===== config.mk =====
export PLATFORM = sky130hd
export DESIGN_NAME = im_loader_flat
export DESIGN_NICKNAME = d
export VERILOG_FILES = /design/src/rtl/im_loader_if.sv /design/src/rtl/im_loader.sv /design/src/flat_wrapper.sv
export SDC_FILE = /design/constraint.sdc
export NUM_CORES = 1
export LEC_CHECK = 0
export ABC_AREA = 1
export CORE_ASPECT_RATIO = 1.2
export CORE_MARGIN = 2
export CORE_UTILIZATION = 45
export CTS_CLUSTER_SIZE = 24
export DETAILED_ROUTE_END_ITERATION = 7
export PLACE_DENSITY = 0.63
export SYNTH_ARGS = -nofsm -noshare
export SYNTH_HDL_FRONTEND = slang
export SYNTH_SLANG_ARGS = --single-unit

===== constraint.sdc =====
create_clock -name clk -period 7.6 [get_ports clk]
set_input_delay 1.14 -clock clk [delete_from_list [all_inputs] [get_ports clk]]
set_output_delay 1.14 -clock clk [all_outputs]
set_load 0.01 [all_outputs]

===== src/rtl/im_loader_if.sv =====
// Byte-stream input and instruction-memory write port of the loader.
// master: loader side; slave: stream source / memory side.
interface im_loader_if;
  logic        in_valid;
  logic [7:0]  in_data;
  logic        in_ready;
  logic [31:0] im_add;
  logic [31:0] im_data;
  logic        im_en;
  logic        im_rd_wr;

  modport master (
    input  in_valid,
    input  in_data,
    output in_ready,
    output im_add,
    output im_data,
    output im_en,
    output im_rd_wr
  );

  modport slave (
    output in_valid,
    output in_data,
    input  in_ready,
    input  im_add,
    input  im_data,
    input  im_en,
    input  im_rd_wr
  );
endinterface


===== src/rtl/im_loader.sv =====
// Boot loader: header count, big-endian data words, trailing checksum.
// Writes each word to instruction memory and releases the CPU on success.
module im_loader #(
  parameter int          NMEM      = 20,
  parameter logic [31:0] BASE_ADDR = 32'h0
) (
  input  logic         clk,
  input  logic         rst,
  input  logic         start,
  im_loader_if.master  bus,
  output logic         cpu_rst,
  output logic         busy,
  output logic         done,
  output logic         error
);

  typedef enum logic [2:0] {
    IDLE,
    HDR,
    DATA,
    WRITE,
    CHK,
    DONE,
    ERR
  } state_t;

  localparam logic [31:0] NMAX = 32'(NMEM);

  state_t      state;
  logic [1:0]  bcnt;
  logic [23:0] shreg;
  logic [31:0] count;
  logic [31:0] k;
  logic [31:0] csum;
  logic        ready_q;
  logic        en_q;
  logic        rdwr_q;
  logic [31:0] add_q;
  logic [31:0] data_q;

  logic [31:0] word;
  logic        take;
  logic        last;
  logic [31:0] k_nxt;

  assign word  = {shreg, bus.in_data};
  assign take  = bus.in_valid && ready_q;
  assign last  = take && (bcnt == 2'd3);
  assign k_nxt = k + 32'd1;

  assign bus.in_ready = ready_q;
  assign bus.im_en    = en_q;
  assign bus.im_rd_wr = rdwr_q;
  assign bus.im_add   = add_q;
  assign bus.im_data  = data_q;

  always_ff @(posedge clk) begin
    if (!rst) begin
      state   <= IDLE;
      bcnt    <= 2'd0;
      shreg   <= 24'd0;
      count   <= 32'd0;
      k       <= 32'd0;
      csum    <= 32'd0;
      ready_q <= 1'b0;
      en_q    <= 1'b0;
      rdwr_q  <= 1'b0;
      add_q   <= 32'd0;
      data_q  <= 32'd0;
      cpu_rst <= 1'b0;
      busy    <= 1'b0;
      done    <= 1'b0;
      error   <= 1'b0;
    end else begin
      // ready_q is only high in HDR/DATA/CHK, so take implies one of those
      if (take) begin
        shreg <= word[23:0];
        bcnt  <= bcnt + 2'd1;
      end
      case (state)
        IDLE, DONE, ERR: begin
          if (start) begin
            state   <= HDR;
            bcnt    <= 2'd0;
            count   <= 32'd0;
            k       <= 32'd0;
            csum    <= 32'd0;
            ready_q <= 1'b1;
            cpu_rst <= 1'b0;
            busy    <= 1'b1;
            done    <= 1'b0;
            error   <= 1'b0;
          end
        end
        HDR: begin
          if (last) begin
            if (word != 32'd0 && word <= NMAX) begin
              count <= word;
              state <= DATA;
            end else begin
              state   <= ERR;
              ready_q <= 1'b0;
              busy    <= 1'b0;
              error   <= 1'b1;
            end
          end
        end
        DATA: begin
          if (last) begin
            state   <= WRITE;
            ready_q <= 1'b0;
            en_q    <= 1'b1;
            rdwr_q  <= 1'b1;
            data_q  <= word;
            add_q   <= BASE_ADDR + {k[29:0], 2'b00};
          end
        end
        WRITE: begin
          en_q    <= 1'b0;
          rdwr_q  <= 1'b0;
          ready_q <= 1'b1;
          csum    <= csum + data_q;
          k       <= k_nxt;
          state   <= (k_nxt < count) ? DATA : CHK;
        end
        CHK: begin
          if (last) begin
            ready_q <= 1'b0;
            busy    <= 1'b0;
            if (word == csum) begin
              state   <= DONE;
              done    <= 1'b1;
              cpu_rst <= 1'b1;
            end else begin
              state <= ERR;
              error <= 1'b1;
            end
          end
        end
        default: state <= IDLE;
      endcase
    end
  end

endmodule


===== src/flat_wrapper.sv =====
// flat-port wrapper written by rule: the top's interface ports become plain ports
module im_loader_flat 
#(
  parameter int          NMEM      = 20,
  parameter logic [31:0] BASE_ADDR = 32'h0
)
  (clk, rst, start, cpu_rst, busy, done, error, bus_in_valid, bus_in_data, bus_in_ready, bus_im_add, bus_im_data, bus_im_en, bus_im_rd_wr);
  im_loader_if bus_i ();
  input  logic clk;
  input  logic rst;
  input  logic start;
  output logic cpu_rst;
  output logic busy;
  output logic done;
  output logic error;
  input wire logic [$bits(bus_i.in_valid)-1:0] bus_in_valid;
  input wire logic [$bits(bus_i.in_data)-1:0] bus_in_data;
  output wire logic [$bits(bus_i.in_ready)-1:0] bus_in_ready;
  output wire logic [$bits(bus_i.im_add)-1:0] bus_im_add;
  output wire logic [$bits(bus_i.im_data)-1:0] bus_im_data;
  output wire logic [$bits(bus_i.im_en)-1:0] bus_im_en;
  output wire logic [$bits(bus_i.im_rd_wr)-1:0] bus_im_rd_wr;
  assign bus_i.in_valid = bus_in_valid;
  assign bus_i.in_data = bus_in_data;
  assign bus_in_ready = bus_i.in_ready;
  assign bus_im_add = bus_i.im_add;
  assign bus_im_data = bus_i.im_data;
  assign bus_im_en = bus_i.im_en;
  assign bus_im_rd_wr = bus_i.im_rd_wr;
  im_loader #(.NMEM(NMEM), .BASE_ADDR(BASE_ADDR)) u_core (.clk(clk), .rst(rst), .start(start), .bus(bus_i), .cpu_rst(cpu_rst), .busy(busy), .done(done), .error(error));
endmodule

# Word level (Yosys, flattened, before mapping)
# Cells that the tools add are included.
dict set report totals {
  reg_bits 192
  latchBits 0
  ram_bits 0
  rom_bits 0
  input_bits 12
  word_cells 91
  n_memories 0
}
dict set report classes {
  addsub 3
  multipliers 0
  div 0
  n_lt_le_gt_ge 2
  n_eq_ne 17
  n_shift 0
  mux 34
  n_bitwise 0
  reduce_logical 22
}
# operator n
set ops {}
lappend ops {{32-bit one-hot mux with 2 select lines} 3}
lappend ops {{32-bit two-way mux} 3}
lappend ops {{32-bit by 1-bit adder with 32-bit output, second input constant} 1}
lappend ops {{32-bit adder} 1}
lappend ops {{32-bit == test} 1}
lappend ops {{32-bit by 5-bit <= comparator with 1-bit output, second input constant} 1}
lappend ops {{32-bit less-than comparator} 1}
lappend ops {{32-bit nonzero test} 1}
lappend ops {{3-bit two-way mux} 6}
lappend ops {{3-bit one-hot mux with 5 select lines} 1}
lappend ops {{1-bit two-way mux} 12}
lappend ops {{2-bit by 1-bit != test with 1-bit output, second input constant} 6}
lappend ops {{4-bit AND reduction} 3}
lappend ops {{5-bit AND reduction} 2}
lappend ops {{3-bit == test, second input constant} 3}
lappend ops {{2-bit two-way mux} 4}
lappend ops {{2-bit nonzero test} 4}
lappend ops {{3-bit by 2-bit == test with 1-bit output, second input constant} 2}
lappend ops {{2-bit != test, second input constant} 3}
lappend ops {{1-bit one-hot mux with 3 select lines} 2}
lappend ops {{2-bit AND reduction} 3}
lappend ops {{6-bit AND reduction} 1}
lappend ops {{1-bit one-hot mux with 2 select lines} 2}
lappend ops {{1-bit one-hot mux with 4 select lines} 1}
lappend ops {{9 further kinds} 11}

# Longest topological paths before layout
# Gate-level depths: netlist of the first run.
dict set report depth {
  ltp_word 5
  ltp_mapped 21
  ltp_nobuf 21
}

# Worst setup path before layout of the first run
# Ideal clock, no wire load.
dict set report synth_path {
  path_kind {reg-to-reg}
  startpoint {register u_core.k[0]}
  endpoint {register u_core.state[2]}
  setup_time_ns 0.070
  t_arrival_ns 2.520
  required_time_ns 7.530
  path_slack_ns 5.010
  stages_incl_launch_ff 21
  n_path_buf 0
  period_less_slack_ns 2.590
  path_cell_list {dfxtp_1 > ha_1 > nand4_1 > nor2_2 > nand3_2 > nor3_2 > nand2_1 > nor2_1 > nand2_1 > and2_1 > ha_1 > nand2_1 > nor2_1 > nand4_1 > a21oi_1 > nor2_1 > nand2_1 > nand2_1 > nand2_1 > nand2_1 > a21oi_1}
}
dict set report synth_via {
  elab_chain_cells 4
}
# item line
set synth_lines {}
lappend synth_lines {{start: declaration} im_loader.sv:33} ;# logic [31:0] k;
lappend synth_lines {{start signal: assignment} im_loader.sv:123} ;# k <= k_nxt;
lappend synth_lines {{32-bit by 1-bit adder with 32-bit output} im_loader.sv:49} ;# assign k_nxt = k + 32'd1;
lappend synth_lines {{32-bit less-than comparator} im_loader.sv:124} ;# state <= (k_nxt < count) ? DATA : CHK;
lappend synth_lines {{3-bit two-way mux} im_loader.sv:124}
lappend synth_lines {{3-bit one-hot mux with 5 select lines} im_loader.sv:80} ;# case (state)
lappend synth_lines {{end signal: assignment} im_loader.sv:124}
lappend synth_lines {{end: declaration} im_loader.sv:29} ;# state_t state;
# Every way passes these cells.
# A chain may end at the register's enable or synchronous reset.

# Final worst setup path of the first run
dict set report layout_path {
  startpoint {input bus_in_valid}
  endpoint {register u_core.add_q[13], in the netlist u_core.bus.im_add[13]}
}
dict set report layout_via {
  elab_chain_cells 3
}
# item line
set layout_lines {}
lappend layout_lines {{start: declaration} flat_wrapper.sv:16} ;# input wire logic [$bits(bus_i.in_valid)-1:0] bus_in_valid;
lappend layout_lines {{1-bit logical AND} im_loader.sv:47} ;# assign take = bus.in_valid && ready_q;
lappend layout_lines {{1-bit logical AND} im_loader.sv:48} ;# assign last = take && (bcnt == 2'd3);
lappend layout_lines {{2-bit AND reduction (no line)} n/a}
lappend layout_lines {{end signal: assignment} im_loader.sv:115} ;# add_q <= BASE_ADDR + {k[29:0], 2'b00};
lappend layout_lines {{end: declaration} im_loader.sv:38} ;# logic [31:0] add_q;
# Every way passes these cells.

==> run metrics, run 1 <==
run status=finished clean; worst min path class=reg -> reg; wire length of the first global-routing pass=roughly 48,000 um; count of maximum capacitance violations=0; Min-Delay Endpoint=u_core.count[27]$_SDFFE_PN0P_; fillcell total=~2.4k; buffer count from post-CTS setup fixing=0; Worst Skew=0.0161 ns; count of routing violations after the opening detailed-route iteration=611; final non-filler cell area=0.0122 sq mm; CP delay by family, top=buffers and inverters; worst reg2reg startpoint=u_core.bus.in_ready$_SDFFE_PN0P_; synthesized cell area=0.0106 sq mm; Detailed Place HPWL=22,300 um; highest attainable clock frequency=245 MHz; peak fanout along the critical path=59; max-slew headroom at the worst pin=22.7%; DR DRC count=0; clock latency on the worst-skew pair=about 0.43 ns; cell type with the largest total area after synthesis=sky130_fd_sc_hd__dfxtp_1; sum of buffers and inverters on the critical path=5; cells after synthesis=approximately 1.5k; antenna violations before repair=0; count of vias placed by the detailed router=between 9k and 10k; maximum root-to-sink buffer count=2; Crit Path Class=in -> reg; number of placement rows=61; core area=0.0232 sq mm; post-synthesis cell type count=45; overall die area=0.0249 sq mm; Detail Route Antenna Nets=0; pin count of the biggest net entering global routing=90; clock sink total=192; synthesized area per cell=6.95 sq um; crit start category=input pin; Die X-Extent=144 um; TritonCTS clock tree=built; power density cells=207 mW/mm^2; synthesis warning total=0; Critical Path End Type=flop; clock slew at reported path FFs=0.07 ns; critical path required time=7.92 ns; largest cells by area after synthesis=sky130_fd_sc_hd__dfxtp_1 (36%), sky130_fd_sc_hd__nand2_1 (13%), sky130_fd_sc_hd__a21oi_1 (9.8%); antenna diode instance count=0; total number of nets in the final design=1,655; Worst R2R End=u_core.bus.im_add[13]$_SDFFE_PN0P_; Final TNS setup=0 ns; Max Slew Vio Count=0; gr ovfl total=0; Placer Congestion=0.940; number of buffers added by the clock tree synthesis step=17; P&R area growth vs syn=14.7%; via count normalized by instance count=5.23; leak pwr=4.96 nW; most repeated cell in the gate-level netlist after synthesis=sky130_fd_sc_hd__nand2_1; Commonest cells post-synth=sky130_fd_sc_hd__nand2_1 (356), sky130_fd_sc_hd__a21oi_1 (209), sky130_fd_sc_hd__dfxtp_1 (192); post-layout minimum cycle time=4.07 ns; Port-buffer cells=80; unrepaired setup endpoints after global routing=false; Slew @ Worst Pin=1.16 ns; fraction of registers with async set/reset=0%; hold_sp=u_core.count[27]$_SDFFE_PN0P_; worst hold path stage count=2; instance area at placement=0.0116 sq mm; flip-flop and latch count after synthesis=192; average wire per standard cell=15.7 um; total length of routed wires=30,000 um; clk root buf=sky130_fd_sc_hd__clkbuf_16; cell type of the slowest stage on the worst timing path=sky130_fd_sc_hd__nor2_4; prevailing post-synth register cell=sky130_fd_sc_hd__dfxtp_1; r2r setup slk=roughly 4.3 ns; Initial Utilization=a little under half; share of the clock period used by the worst path=53.6%; fraction of post-synthesis cell area in the top cell type by area=36.1%; DR pass1 iterations=7; floorplan die height=172 um; count of hold-fix buffers inserted at cts=0; via count of the first global-routing pass=approximately 9.2k; share of post-route cells with drive strength above 1=4.90%; setup violators final=0; Max rail drop VDD=0.000166 V; WP data arrival=4.39 ns; share of the yosys chip area belonging to registers=between 30% and 40%; length in cells of the worst reg-to-reg path=9; number of instances resized during post-cts repair=0; I/O Pins=83; H-tree levels=4; final hold violation count=0; Largest stage delay, worst path=slightly above 0.9 ns; GRT Total Usage=between 20 and 25%; EDFF count, synth=0; worst-path cell chain=clkdlybuf4s50_1 > nand2_1 > buf_4 > inv_1 > nand2_1 > nor2_4 > buf_4 > inv_2 > nor2_1 > nor2_1
[worst max path at each step]
stage	start	end	slack, ns	depth (start not counted)
after detailed placement	bus_in_valid	u_core.bus.im_add[13]$_SDFFE_PN0P_	3.08	10
after global placement	bus_in_valid	u_core.bus.im_data[22]$_SDFFE_PN0P_	3.19	10
after floorplan	u_core.k[0]$_SDFFE_PN0P_	u_core.state[2]$_SDFFE_PN0P_	5.01	20
final	bus_in_valid	u_core.bus.im_add[13]$_SDFFE_PN0P_	3.53	10
after global routing	bus_in_valid	u_core.bus.im_add[13]$_SDFFE_PN0P_	3.16	10
after CTS	bus_in_valid	u_core.bus.im_add[13]$_SDFFE_PN0P_	3.55	10
[report_power, final]
part / internal, W / switching [W]
clock network: 0.000485 / 0.000394
registers: 0.00105 / 0.0000448
logic: 0.000147 / 0.000404
[layer usage]
metal	vias up	GRT usage [%]	share of wire, %	wire, um
met5	-	0	0	0
met4	0	8.32	2.5	749
met3	37	2.99	3.5	1060
met2	192	44.9	52	15500
met1	4606	29.5	42	12700
li1	5126	-	-	-
[cell families (layout without fill, tap and decap cells)]
family	Yosys count	in the layout	synth area share [%]
simple gates	659	659	26.9
flops	192	192	36.1
buf+inv	207	267	7.64
other cells	1	2	0.0353
compound gates	357	357	17.3
fa+ha+maj	65	65	7.72
xor+xnor	49	49	4.32
[final cells by class]
cell class	count	area (sq um)	area share [%]
Sequential cell	192	3840	31.5
Clock buffer	18	429	3.52
Tap cell	315	394	3.23
Timing Repair Buffer	86	841	6.89
Clock inverter	14	139	1.14
Inverter	149	559	4.58
Multi-Input combinational cell	1132	6000	49.1
[worst reg2reg max path, stage by stage (launching register included)]
cell and delay, ns:
sky130_fd_sc_hd__dfxtp_1 0.36, sky130_fd_sc_hd__nand2_1 0.06, sky130_fd_sc_hd__buf_4 0.23, sky130_fd_sc_hd__inv_1 0.35, sky130_fd_sc_hd__nand2_1 0.20, sky130_fd_sc_hd__nor2_4 0.92, sky130_fd_sc_hd__buf_4 0.55, sky130_fd_sc_hd__inv_2 0.26
sky130_fd_sc_hd__nor2_1 0.17, sky130_fd_sc_hd__nor2_1 0.06
[state kept, by name, indices dropped and copies added, names as in the netlist, 2 cells and up]
name and count:
u_core.state 3, u_core.csum 32, u_core.bcnt 2, u_core.k 32, u_core.shreg 24, u_core.count 32, u_core.bus.im_add 30, u_core.bus.im_data 32
[through the flow]
stage	worst slack, ns	cells	utilization [%]	hold slack, ns	power, W
CTS	3.55	1906	52.6	0.441	0.00255
global route	3.16	1906	52.6	0.450	0.00266
finish	3.53	1906	52.6	0.438	0.00252
detailed placement	3.08	1874	50.1	0.429	0.00167
floorplan	5.01	1531	-	0.417	0.00150
global placement	3.19	1874	50.1	0.427	0.00167
[cells in the final DEF, fill, tap and decap left out, types with 5 or more instances in the layout]
| cell type | count |
|---|---|
| sky130_fd_sc_hd__inv_2 | 7 |
| sky130_fd_sc_hd__clkbuf_16 | 17 |
| sky130_fd_sc_hd__and2_1 | 9 |
| sky130_fd_sc_hd__buf_4 | 6 |
| sky130_fd_sc_hd__inv_1 | 142 |
| sky130_fd_sc_hd__nand4_1 | 25 |
| sky130_fd_sc_hd__nand3b_1 | 6 |
| sky130_fd_sc_hd__nand3_1 | 58 |
| sky130_fd_sc_hd__nor2_4 | 8 |
| sky130_fd_sc_hd__o21bai_1 | 6 |
| sky130_fd_sc_hd__xor2_1 | 12 |
| sky130_fd_sc_hd__dfxtp_1 | 192 |
| sky130_fd_sc_hd__nor3_1 | 18 |
| sky130_fd_sc_hd__clkinv_2 | 7 |
| sky130_fd_sc_hd__nand2_1 | 356 |
| sky130_fd_sc_hd__clkdlybuf4s50_1 | 79 |
| sky130_fd_sc_hd__a21oi_1 | 209 |
| sky130_fd_sc_hd__xnor2_1 | 33 |
| sky130_fd_sc_hd__a21o_1 | 5 |
| sky130_fd_sc_hd__ha_1 | 64 |
| sky130_fd_sc_hd__nor2_1 | 153 |
| sky130_fd_sc_hd__o21ai_0 | 126 |
No activity file was read; power rests on OpenSTA's default activity.
==> run 2: changes to the inputs <==
==> constraint.sdc (replaced) <==
create_clock -name clk -period 4.1 [get_ports clk]
set_input_delay 0.615 -clock clk [delete_from_list [all_inputs] [get_ports clk]]
set_output_delay 0.615 -clock clk [all_outputs]
set_load 0.01 [all_outputs]
==> run 2 against run 1 <==
Die area did not move. Critical path depth rose by 10. Non-clock buffer count rose by 2. Cell area rose by 0.26%. Largest cell class unchanged. Highest routed layer unchanged.
==> run metrics, run 2 (synthesized netlist as in run 1, its figures left out) <==
final non-filler cell area=around 0.012 sq mm; gr ovfl total=0; count of maximum capacitance violations=0; Initial Utilization=45.8%; wire length of the first global-routing pass=just under 50,000 um; Worst Skew=0.0128 ns; clk root buf=sky130_fd_sc_hd__clkbuf_16; GRT Total Usage=25.3%; number of buffers added by the clock tree synthesis step=17; Detailed Place HPWL=23,100 um; clock slew at reported path FFs=0.07 ns; Largest stage delay, worst path=between 0.4 and 0.5 ns; floorplan die height=172 um; peak fanout along the critical path=6; footprint of the multi-input gates=0.00600 sq mm; Critical Path End Type=flop; overall die area=0.0249 sq mm; count of routing violations after the opening detailed-route iteration=557; share of the clock period used by the worst path=74.7%; clock latency on the worst-skew pair=0.44 ns; max-slew headroom at the worst pin=approximately two fifths; leading cell types in the layout, fill and taps excluded=sky130_fd_sc_hd__nand2_1 (356), sky130_fd_sc_hd__a21oi_1 (209), sky130_fd_sc_hd__dfxtp_1 (192); worst-path cell chain=ha_1 > nand4_1 > nor2_2 > nand3_2 > nor3_2 > nand2_1 > nor2_1 > nand2_1 > and2_1 > ha_1 > nand2_1 > nor2_1 > nand4_1 > a21oi_1 > nor2_1 > nand2_1 > nand2_1 > nand2_1 > nand2_1 > a21oi_1; run status=finished clean; setup violators final=0; clock sink total=192; Placer Congestion=~0.89; sum of buffers and inverters on the critical path=0; critical path required time=4.46 ns; post-layout minimum cycle time=between 3 and 4 ns; highest attainable clock frequency=between 300 and 400 MHz; maximum root-to-sink buffer count=2; Slew @ Worst Pin=a little over 0.9 ns; WP data arrival=approximately 3.4 ns; count of vias placed by the detailed router=approximately 10k; crit start category=flop; pin count of the biggest net entering global routing=between 80 and 90; TritonCTS clock tree=built; H-tree levels=4; antenna violations before repair=0; CP delay by family, top=simple AND/OR/NAND/NOR gates; antenna diode instance count=0; Max rail drop VDD=0.000237 V; leak pwr=4.97 nW; buffer count from post-CTS setup fixing=0; Final TNS setup=0 ns; number of placement rows=61; DR DRC count=0; Cell Count, Final, Fillers Out=between 1.5k and 2k; cell repeated most along the worst path=sky130_fd_sc_hd__nand2_1; DR pass1 iterations=5; I/O Pins=83; average wire per standard cell=between 15 and 20 um; worst min path class=reg -> reg; dpl cells=1,876; sequential cell area=0.00384 sq mm; commonest non-fill, non-tap cell in the layout=sky130_fd_sc_hd__nand2_1; P&R area growth vs syn=15.0%; Design Power=about 0.0048 W; Crit Path Class=reg -> reg; cell type of the slowest stage on the worst timing path=sky130_fd_sc_hd__dfxtp_1; count of hold-fix buffers inserted at cts=0; instance area at placement=0.0117 sq mm; number of instances resized during post-cts repair=0; core area=~0.023 sq mm; total number of nets in the final design=1,657; final hold violation count=0; total length of routed wires=31,100 um; via count of the first global-routing pass=9,409; core utilization of the finished layout=52.7%; Max Slew Vio Count=0; Die X-Extent=144 um; unrepaired setup endpoints after global routing=false; share of post-route cells with drive strength above 1=4.96%; Port-buffer cells=80; via count normalized by instance count=5.23; Detail Route Antenna Nets=0; power density cells=between 300 and 400 mW/mm^2; fillcell total=2,338
run 2: cell types whose count changed in the layout (fill, tap and decap cells not counted):
cell                         previous run  this run
sky130_fd_sc_hd__inv_6                  3         2
sky130_fd_sc_hd__buf_4                  6         7
sky130_fd_sc_hd__clkinv_4               2         3
sky130_fd_sc_hd__buf_12                 0         1
sky130_fd_sc_hd__clkinv_2               7         4
sky130_fd_sc_hd__clkinvlp_4             0         2
sky130_fd_sc_hd__clkbuf_1               1         2
run 2: per-stage QoR:
stage	setup WS, ns	hold slack (ns)
6_report	1.04	0.437
5_1_grt	0.579	0.457
4_1_cts	0.994	0.440
3_5_place_dp	1.03	0.428
3_3_place_gp	1.05	0.426
2_1_floorplan	1.51	0.417
run 2: layout make-up:
type                            count  share of cell area [%]
Timing Repair Buffer               88                    7.10
Clock inverter                     13                    1.14
Inverter                          149                    4.57
Sequential cell                   192                    31.4
Multi-Input combinational cell   1132                    49.0
Tap cell                          315                    3.22
Clock buffer                       19                    3.54
run 2: path summary, 6_finish.rpt:
path                           startpoint                            to  slack, ns  cells past startpoint
min          u_core.count[5]$_SDFFE_PN0P_  u_core.count[5]$_SDFFE_PN0P_       0.44                      2
max              u_core.k[0]$_SDFFE_PN0P_  u_core.state[2]$_SDFFE_PN0P_       1.04                     20
min reg2reg  u_core.count[5]$_SDFFE_PN0P_  u_core.count[5]$_SDFFE_PN0P_       0.44                      2
max reg2reg      u_core.k[0]$_SDFFE_PN0P_  u_core.state[2]$_SDFFE_PN0P_       1.04                     20
run 2: where the power goes:
group	total, W	switching (W)	internal, W
clock network	0.00166	0.000758	0.000902
registers	0.00204	0.0000883	0.00195
logic	0.00107	0.000779	0.000288
total	0.00476	0.00163	0.00314
run 2: worst min-delay path, cell delays in order, from the launching register on:
cell                      delay, ns
sky130_fd_sc_hd__dfxtp_1       0.31
sky130_fd_sc_hd__nand2_1       0.06
sky130_fd_sc_hd__nor2_1        0.03
run 2: layer usage:
layer / up-vias / wire length [um] / track usage, %
met5: - / 0 / 0
met4: 0 / 1080 / 10.5
met2: 191 / 16000 / 47.0
met1: 4617 / 13100 / 29.2
met3: 62 / 897 / 2.88
li1: 5116 / - / -
